<file path="src/rtl/instruction_fetch_pkg.sv">
// Shared CPU definitions for the fetch stage: FSM states, halt opcode and PC step.
package instruction_fetch_pkg;

    typedef enum logic {
        RUN  = 1'b0,
        HALT = 1'b1
    } fetch_state_e;

    localparam logic [5:0]  HALT_OPCODE_DEFAULT = 6'b111111;
    localparam logic [31:0] PC_INCREMENT        = 32'd4;
    localparam logic [31:0] PC_ALIGN_MASK       = 32'hFFFF_FFFC;

endpackage

</file>
<file path="src/rtl/instruction_fetch_pc_register.sv">
// 32-bit program counter register with asynchronous active-low reset and load enable.
module pc_register #(
    parameter logic [31:0] RESET_VALUE = 32'h0000_0000
) (
    input  logic        clk,
    input  logic        rst_n,
    input  logic        load,
    input  logic [31:0] d,
    output logic [31:0] q
);

    always_ff @(posedge clk or negedge rst_n) begin
        if (!rst_n) begin
            q <= RESET_VALUE;
        end else if (load) begin
            q <= d;
        end
    end

endmodule

</file>
<file path="src/rtl/instruction_fetch.sv">
// Instruction fetch stage: PC sequencing, one-entry IR buffer with Ready/Valid
// handshake, redirect flush and halt-on-opcode.
module instruction_fetch
    import instruction_fetch_pkg::*;
#(
    parameter logic [31:0] RESET_PC    = 32'h0000_0000,
    parameter logic [5:0]  HALT_OPCODE = HALT_OPCODE_DEFAULT
) (
    input  logic        CLK,
    input  logic        Reset,
    output logic [31:0] IAddr,
    input  logic [31:0] IDataIn,
    input  logic        Redirect,
    input  logic [31:0] RedirectTarget,
    input  logic        Ready,
    output logic        Valid,
    output logic [31:0] IR,
    output logic [31:0] IRPC,
    output logic [31:0] IRPC4,
    output logic        Halted,
    output logic [31:0] FetchCount
);

    fetch_state_e state_q, state_d;
    logic [31:0]  pc_q, pc_d;
    logic         pc_load;
    logic [31:0]  ir_q, ir_d;
    logic [31:0]  irpc_q, irpc_d;
    logic         valid_q, valid_d;
    logic [31:0]  count_q, count_d;
    logic         fetch;

    pc_register #(
        .RESET_VALUE (RESET_PC)
    ) u_pc_register (
        .clk   (CLK),
        .rst_n (Reset),
        .load  (pc_load),
        .d     (pc_d),
        .q     (pc_q)
    );

    always_ff @(posedge CLK or negedge Reset) begin
        if (!Reset) begin
            state_q <= RUN;
            ir_q    <= '0;
            irpc_q  <= '0;
            valid_q <= 1'b0;
            count_q <= '0;
        end else begin
            state_q <= state_d;
            ir_q    <= ir_d;
            irpc_q  <= irpc_d;
            valid_q <= valid_d;
            count_q <= count_d;
        end
    end

    // Redirect outranks fetch and halt; a stalled IR (Valid & !Ready) holds everything.
    always_comb begin
        fetch   = (state_q == RUN) && !Redirect && (!valid_q || Ready);
        state_d = state_q;
        pc_d    = pc_q;
        pc_load = 1'b0;
        ir_d    = ir_q;
        irpc_d  = irpc_q;
        valid_d = valid_q;
        count_d = count_q;

        if (Redirect) begin
            pc_d    = RedirectTarget & PC_ALIGN_MASK;
            pc_load = 1'b1;
            valid_d = 1'b0;
            state_d = RUN;
        end else if (fetch) begin
            ir_d    = IDataIn;
            irpc_d  = pc_q;
            valid_d = 1'b1;
            pc_d    = pc_q + PC_INCREMENT;
            pc_load = 1'b1;
            count_d = count_q + 32'd1;
            if (IDataIn[31:26] == HALT_OPCODE) begin
                state_d = HALT;
            end
        end else if (valid_q && Ready) begin
            valid_d = 1'b0;
        end
    end

    assign IAddr      = pc_q;
    assign Valid      = valid_q;
    assign IR         = ir_q;
    assign IRPC       = irpc_q;
    assign IRPC4      = irpc_q + PC_INCREMENT;
    assign Halted     = (state_q == HALT);
    assign FetchCount = count_q;

endmodule
</file>
<file path="config.mk">
export PLATFORM = sky130hd
export DESIGN_NAME = instruction_fetch
export DESIGN_NICKNAME = d
export VERILOG_FILES = /design/src/rtl/instruction_fetch_pkg.sv /design/src/rtl/instruction_fetch_pc_register.sv /design/src/rtl/instruction_fetch.sv
export SDC_FILE = /design/constraint.sdc
export NUM_CORES = 1
export LEC_CHECK = 0
export CAP_MARGIN = 20
export CORE_AREA = 5 5 127 129
export DETAILED_ROUTE_END_ITERATION = 12
export DIE_AREA = 0 0 132 134
export DONT_BUFFER_PORTS = 1
export PLACE_DENSITY = 0.59
export SYNTH_ARGS = -nofsm -noshare
export SYNTH_HDL_FRONTEND = slang
export SYNTH_SLANG_ARGS = --single-unit
</file>
<file path="constraint.sdc">
create_clock -name CLK -period 2.9 [get_ports CLK]
set_input_delay 0.58 -clock CLK [delete_from_list [all_inputs] [get_ports CLK]]
set_output_delay 0.58 -clock CLK [all_outputs]
set_load 0.05 [all_outputs]
</file>
### Word level (Yosys, flattened, before mapping)

Cells that the tools add are included.

* $add $sub $neg: 3
* equality and inequality tests: 1
* mux-type cells: 10
* bitwise operators: 2
* reductions and logical operators: 12

Operators by type and width (number)
* 32-bit by 3-bit adder with 32-bit output (second input constant): 2
* 32-bit two-way mux: 2
* 32-bit by 1-bit adder with 32-bit output (second input constant): 1
* 1-bit two-way mux: 8
* 6-bit == test (second input constant): 1
* 2-bit AND reduction: 3
* 2-bit nonzero test: 2
* 1-bit logical AND: 3
* 3-bit nonzero test: 1
* 1-bit zero test: 2
* 1-bit NOT: 2
* 1-bit logical OR: 1

* flip-flop bits (word level): 130

### Logic depth before layout (Yosys ltp)

Gate-level depths: netlist of the first run.

* depth after elaboration: 6
* gate-level depth with buffers: 7

### By module

From an unflattened synthesis of the first run, not the netlist that was laid out.

* cells, all modules: 720
* area total of the unflattened synthesis: 6954.2 um2

Modules (own cells, without submodules)
* instruction_fetch: instances 1, cells each 652, area each 5609.1 um2
* pc_register: instances 1, cells each 68, area each 1345.0 um2

### Least setup slack after synthesis of the first run

OpenSTA, ideal clock, no wires.

* kind: reg-to-output
* start point: register irpc_q[8], in the netlist IRPC[8]
* end point: output port IRPC4[29]
* arrival time: 2.566 ns
* data required time: 2.320 ns
* setup slack: -0.246 ns
* stages on the path, launching flop included: 6
* cells stage by stage: dfrtp_1 nand4_1 nor4_4 and3_1 nand4_1 xnor2_1

* word-level cells in the longest chain between the ends: 1

Ends and longest elaborated chain
* start: declaration: line instruction_fetch.sv:28 `logic [31:0] irpc_q, irpc_d;`
* start signal: assignment: line instruction_fetch.sv:53 `irpc_q <= irpc_d;`
* 32-bit by 3-bit adder with 32-bit output: line instruction_fetch.sv:94 `assign IRPC4 = irpc_q + PC_INCREMENT;`
* end: declaration: line instruction_fetch.sv:19 `output logic [31:0] IRPC4,`

Every way passes these cells.

### Worst setup path in the final report of the first run

* start point: register irpc_q[6], in the netlist IRPC[6]
* end point: output port IRPC4[31]

The elaborated chain is that of the path after synthesis.

==> reports/metrics.yaml, run 1 <==
grt_pass1_wl_um: 29280
grt-ovfl-total: 0
yosysTopAreaCell: "dfrtp_1"
die_x_um: 132
rows: 45
layout_common_cells: "nand2_1 (242), dfrtp_1 (125), buf_4 (90)"
max_freq_ghz: 0.3591
drtIter0Drc: 341
ys.flop_type: "dfrtp_1"
setup_viol: 0
p_per_area_nw_per_um2: 773.2
clock_path_buffers: 2
async_flop_share_pct: 100.0
finalCritPeriodShare_pct: 96.03
crit_required_ns: 2.32
cap_violations: 0
initial_core_util_pct: 41.66
grt_pass1_vias: 5227
ys_types: 47
tns_ns: 0
final_common_cell: "nand2_1"
cts_max_level: 4
design.core.area_um2: 14920
worst_pin_slew_ns: 0.6388
multi_input_area_um2: 3028
seqCellArea_um2: 3154
syn_inst: 672
yosysWarnings: 0
hold_viol_final: 126
dieArea_um2: 17690
arrival_ns: 2.20
worst-setup-path-type: "flip-flop to primary output"
clock_latency_ns: 0.41
outcome: "complete, but fails checks"
pin_count: 230
ys_seq_area_share_pct: 50.72
dpl_cell_area_um2: 7376
dp_slack_ns: 0.3852
clkSinkCount: 126
antennaDiodeCount: 0
max_slew_margin_pct: 57.42
cp-end-kind: "primary output"
place_hpwl_um: 13480
routed-via-count: 5171
grt_max_degree: 127
power_uw: 6179
fin_cells: 970
setup_slack_ns: 0.1152
design_area_um2: 7991
cts_buffers: 17
finalClockSkew_ns: 0.01442
grt_use_total_pct: 20.64
syn_area_per_cell_um2: 9.250
slew_violations: 0
finish.net_count: 841
viasPerCell: 5.331
leakage_uw: 0.003847
post-route-drc-count: 0
wirelength_um: 18260
drive_gt1_share_pct: 22.89
path_max_fanout: 5
clk_pin_slew_ns: 0.06
grt_antenna_before_repair: 0
cts_tree: "built"
synth_edf_count: 0
synth_seq_cells: 126
worstHoldPathType: "input port to async pin"
netlist_top_cells_area: "dfrtp_1 (51%), nand2_1 (15%), xnor2_1 (7.2%), xor2_1 (4.8%), nand4_1 (3.0%)"
die_h_um: 134
io_buffers: 0
peakVddDrop_v: 0.0004624
place_inst: 937
antenna_left: 0
violations: "hold timing"
synth_top_area_share_pct: 50.72
place_congestion: 0.8412
num-fill-cells: 1370
period_needed_ns: 2.785
grt_setup_unrepaired: "false"
drtPass1Iterations: 7
avgRoutedWirePerCell_um: 18.83
start_kind: "flip-flop"
syn_area_um2: 6216
fin_hold_ws_ns: -0.1306
cts_root_buffer: "clkbuf_16"
areaGrowthSynthToFinish_pct: 28.56
[worst max-delay path: stages (launching register included)]
cell and delay (ns):
dfrtp_2 0.42, nand4_4 0.17, nor4_2 0.25, and4_2 0.31
nand4_1 0.19, xnor2_2 0.27, buf_12 0.17
[path summary, 6_finish.rpt]
| path | from | to | slack [ns] | cells past startpoint |
|---|---|---|---|---|
| min in group CLK | Redirect | Valid$_DFFE_PN0P_ | 0.25 | 1 |
| min reg2reg | u_pc_register.q[3]$_DFFE_PN0P_ | IRPC[3]$_DFFE_PN0P_ | 0.55 | 2 |
| max reg2reg | Valid$_DFFE_PN0P_ | u_pc_register.q[27]$_DFFE_PN0P_ | 0.74 | 6 |
| max | IRPC[6]$_DFFE_PN0P_ | IRPC4[31] | 0.12 | 6 |
| max in group asynchronous | Reset | IRPC[6]$_DFFE_PN0P_ | 2.90 | 0 |
| min | Reset | IRPC[21]$_DFFE_PN0P_ | -0.13 | 0 |
[cell type report]
cell class	count	share of cell area [%]
flip-flops and latches	126	39.47
multi-input cells	512	37.89
repair buffers	104	11.96
clock buffers	17	5.323
well taps	188	2.943
clock inverters	14	1.988
inverters	9	0.4227
[cell families after synthesis]
group,count (synthesis),share of synthesized area (%)
simple gates,379,30.31
flops,126,50.72
xor+xnor,85,11.98
buf+inv,39,2.878
compound gates,38,3.281
fa+ha+maj,3,0.6039
other cells,1,0.06033
mux,1,0.1610
[Yosys cell counts, drive strengths merged, types with 2 or more instances]
master / instances
nand3: 30
or3: 3
ha: 3
nand4: 36
buf: 14
nor3: 9
and3: 11
xnor2: 51
and4: 8
nor2: 19
nand2: 243
nor4: 7
and2: 4
o21ai: 33
inv: 9
nor4b: 2
dfrtp: 126
clkbuf: 16
xor2: 34
[flip-flops by register name, summed over array words and instances (netlist names)]
| signal | flops |
|---|---|
| FetchCount | 32 |
| Halted | 1 |
| IR | 32 |
| IRPC | 30 |
| Valid | 1 |
| u_pc_register.q | 30 |
[routing by layer]
layer  global-route usage [%]  part of all wire (%)
met4                    5.371                   1.4
met2                    33.41                    50
met3                    7.127                   8.2
met1                    26.61                    41
met5                        0                     0
[power by group]
part	leakage [uW]	total (uW)	internal (uW)	switching, uW
combinational	0.00198	1750	508	1240
sequential	0.00159	2340	1950	387
clock	0.000275	2090	1280	814
[through the flow]
| step | utilization, % | hold WS (ns) |
|---|---|---|
| after floorplan | - | 0.2844 |
| after global placement | 49.43 | 0.2933 |
| after detailed placement | 49.43 | 0.2937 |
| after CTS | 53.36 | -0.1531 |
| after global routing | 53.56 | -0.1632 |
| final | 53.56 | -0.1306 |
[repair_timing]
item                                   CTS  global route
pin swaps                                1             3
resized for setup                        1             5
endpoints found under the hold margin  126           126
buffers inserted                         0             2
setup endpoints to repair                3             7
Note: power is estimated with default switching activity, not from simulation.
==> run 2, diff against run 1 <==
--- a/config.mk
+++ b/config.mk
@@ -6,9 +6,9 @@
 export NUM_CORES = 1
 export LEC_CHECK = 0
 export CAP_MARGIN = 20
-export CORE_AREA = 5 5 127 129
+export CORE_AREA = 2 2 124 126
 export DETAILED_ROUTE_END_ITERATION = 12
-export DIE_AREA = 0 0 132 134
+export DIE_AREA = 0 0 126 128
 export DONT_BUFFER_PORTS = 1
 export PLACE_DENSITY = 0.59
 export SYNTH_ARGS = -nofsm -noshare
==> run 2 against run 1 <==
Against the previous run: the flow still finishes with violations (hold timing); power rose by 0.75%; final cell count fell by 0.31%; clock-buffer cell count rose by 3; critical path type unchanged; highest routed layer unchanged.
==> reports/metrics.yaml, run 2 (synthesized netlist as in run 1, its figures left out) <==
reg2reg_slack_ns: 0.71
clock_path_buffers: 2
grt_setup_unrepaired: "true"
cts_tree: "built"
finalClockSkew_ns: 0.005433
place_hpwl_um: 12800
setup_viol: 0
grt-ovfl-total: 0
drtIter0Drc: 308
r2r-end: "u_pc_register.q[16]$_DFFE_PN0P_"
wirelength_um: 17460
initial_core_util_pct: 41.82
grt_max_degree: 127
design.core.area_um2: 14860
drive_gt1_share_pct: 21.95
outcome: "complete, but fails checks"
critPathBufInv: 2
finish.net_count: 838
grt_pass1_wl_um: 27100
power_uw: 6225
setup_slack_ns: 0.09613
critical_path.top_delay_family: "simple AND/OR/NAND/NOR gates"
num-fill-cells: 1354
violations: "hold timing"
critPathLaunch: "IRPC[2]$_DFFE_PN0P_"
cp-end-kind: "primary output"
grt_use_total_pct: 21.48
post-route-drc-count: 0
worst-setup-path-type: "flip-flop to primary output"
layout_common_cells: "nand2_1 (241), dfrtp_1 (126), buf_4 (86)"
avgRoutedWirePerCell_um: 18.05
dieArea_um2: 16130
peakVddDrop_v: 0.0004960
period_needed_ns: 2.804
slew_violations: 0
r2r_cells: 5
final_common_cell: "nand2_1"
max_slew_margin_pct: 47.45
fin_hold_ws_ns: -0.1381
areaGrowthSynthToFinish_pct: 28.16
cts_buffers: 17
clock_latency_ns: 0.42
cts_max_level: 4
worstHoldPathType: "input port to async pin"
drtPass1Iterations: 5
routed-via-count: 5110
dp_slack_ns: 0.4059
rows: 45
viasPerCell: 5.284
r2r_start: "Valid$_DFFE_PN0P_"
critPathSlowestCell: "dfrtp_1"
grt_pass1_vias: 4852
grt_antenna_before_repair: 0
die_x_um: 126
place_congestion: 0.9044
antenna_left: 0
worst_path_largest_cell_delay_ns: 0.36
tns_ns: 0
arrival_ns: 2.22
start_kind: "flip-flop"
finalCritPeriodShare_pct: 96.69
clk_pin_slew_ns: 0.05
worst_pin_slew_ns: 0.7840
p_per_area_nw_per_um2: 781.4
leakage_uw: 0.003842
clkSinkCount: 126
io_buffers: 0
crit_chain: "buf_6 -> nand2_2 -> nor4_4 -> and3_4 -> nand4_1 -> xnor2_2 -> buf_12"
crit_required_ns: 2.32
cap_violations: 0
hold_viol_final: 126
die_h_um: 128
cts_root_buffer: "clkbuf_16"
pin_count: 230
max_freq_ghz: 0.3567
path_max_fanout: 5
antennaDiodeCount: 0
-- run 2: worst max path at each step --
stage                     end  depth (start not counted)
floorplan           IRPC4[17]                          4
global placement    IRPC4[26]                          7
detailed placement  IRPC4[26]                          6
CTS                 IRPC4[29]                          7
global route        IRPC4[29]                          7
finish              IRPC4[29]                          7
-- run 2: metrics by stage --
stage | area (um^2) | std cells | util (%)
2_1_floorplan | 6336 | 677 | -
3_3_place_gp | 7341 | 934 | 49.39
3_5_place_dp | 7341 | 934 | 49.39
4_1_cts | 7938 | 966 | 53.40
5_1_grt | 7966 | 967 | 53.59
6_report | 7966 | 967 | 53.59
-- run 2: final cells by class --
class | instances | area, um^2 | share of cell area, %
Inverter | 9 | 33.78 | 0.4241
Clock inverter | 11 | 142.6 | 1.790
Multi-Input combinational cell | 512 | 3023 | 37.95
Timing Repair Buffer | 101 | 932.1 | 11.70
Clock buffer | 20 | 446.7 | 5.607
Sequential cell | 126 | 3153 | 39.58
Tap cell | 188 | 235.2 | 2.953
-- run 2: timing repair --
| action | 4_1_cts | 5_1_grt |
|---|---|---|
| resized for setup | 0 | 6 |
| setup endpoints to repair | 1 | 4 |
| pin swaps | 1 | 2 |
| endpoints found under the hold margin | 126 | 126 |
| setup buffers | 1 | 1 |
-- run 2: metal layers --
metal	vias up	wire length, um	global-route usage [%]
met4	0	374	8.080
met1	2454	7804	30.07
met3	26	1296	6.386
li1	2424	-	-
met5	-	0	0
met2	206	7982	31.59
-- run 2: worst reg2reg max path: stages (launching register included) --
cell     delay [ns]
dfrtp_1        0.59
and2b_4        0.32
nor3_2         0.64
nand4_1        0.21
xor2_1         0.19
o21ai_1        0.16
-- run 2: where the power goes --
part	switching (uW)	internal, uW
combinational	1220	510
sequential	402	1950
clock	775	1360
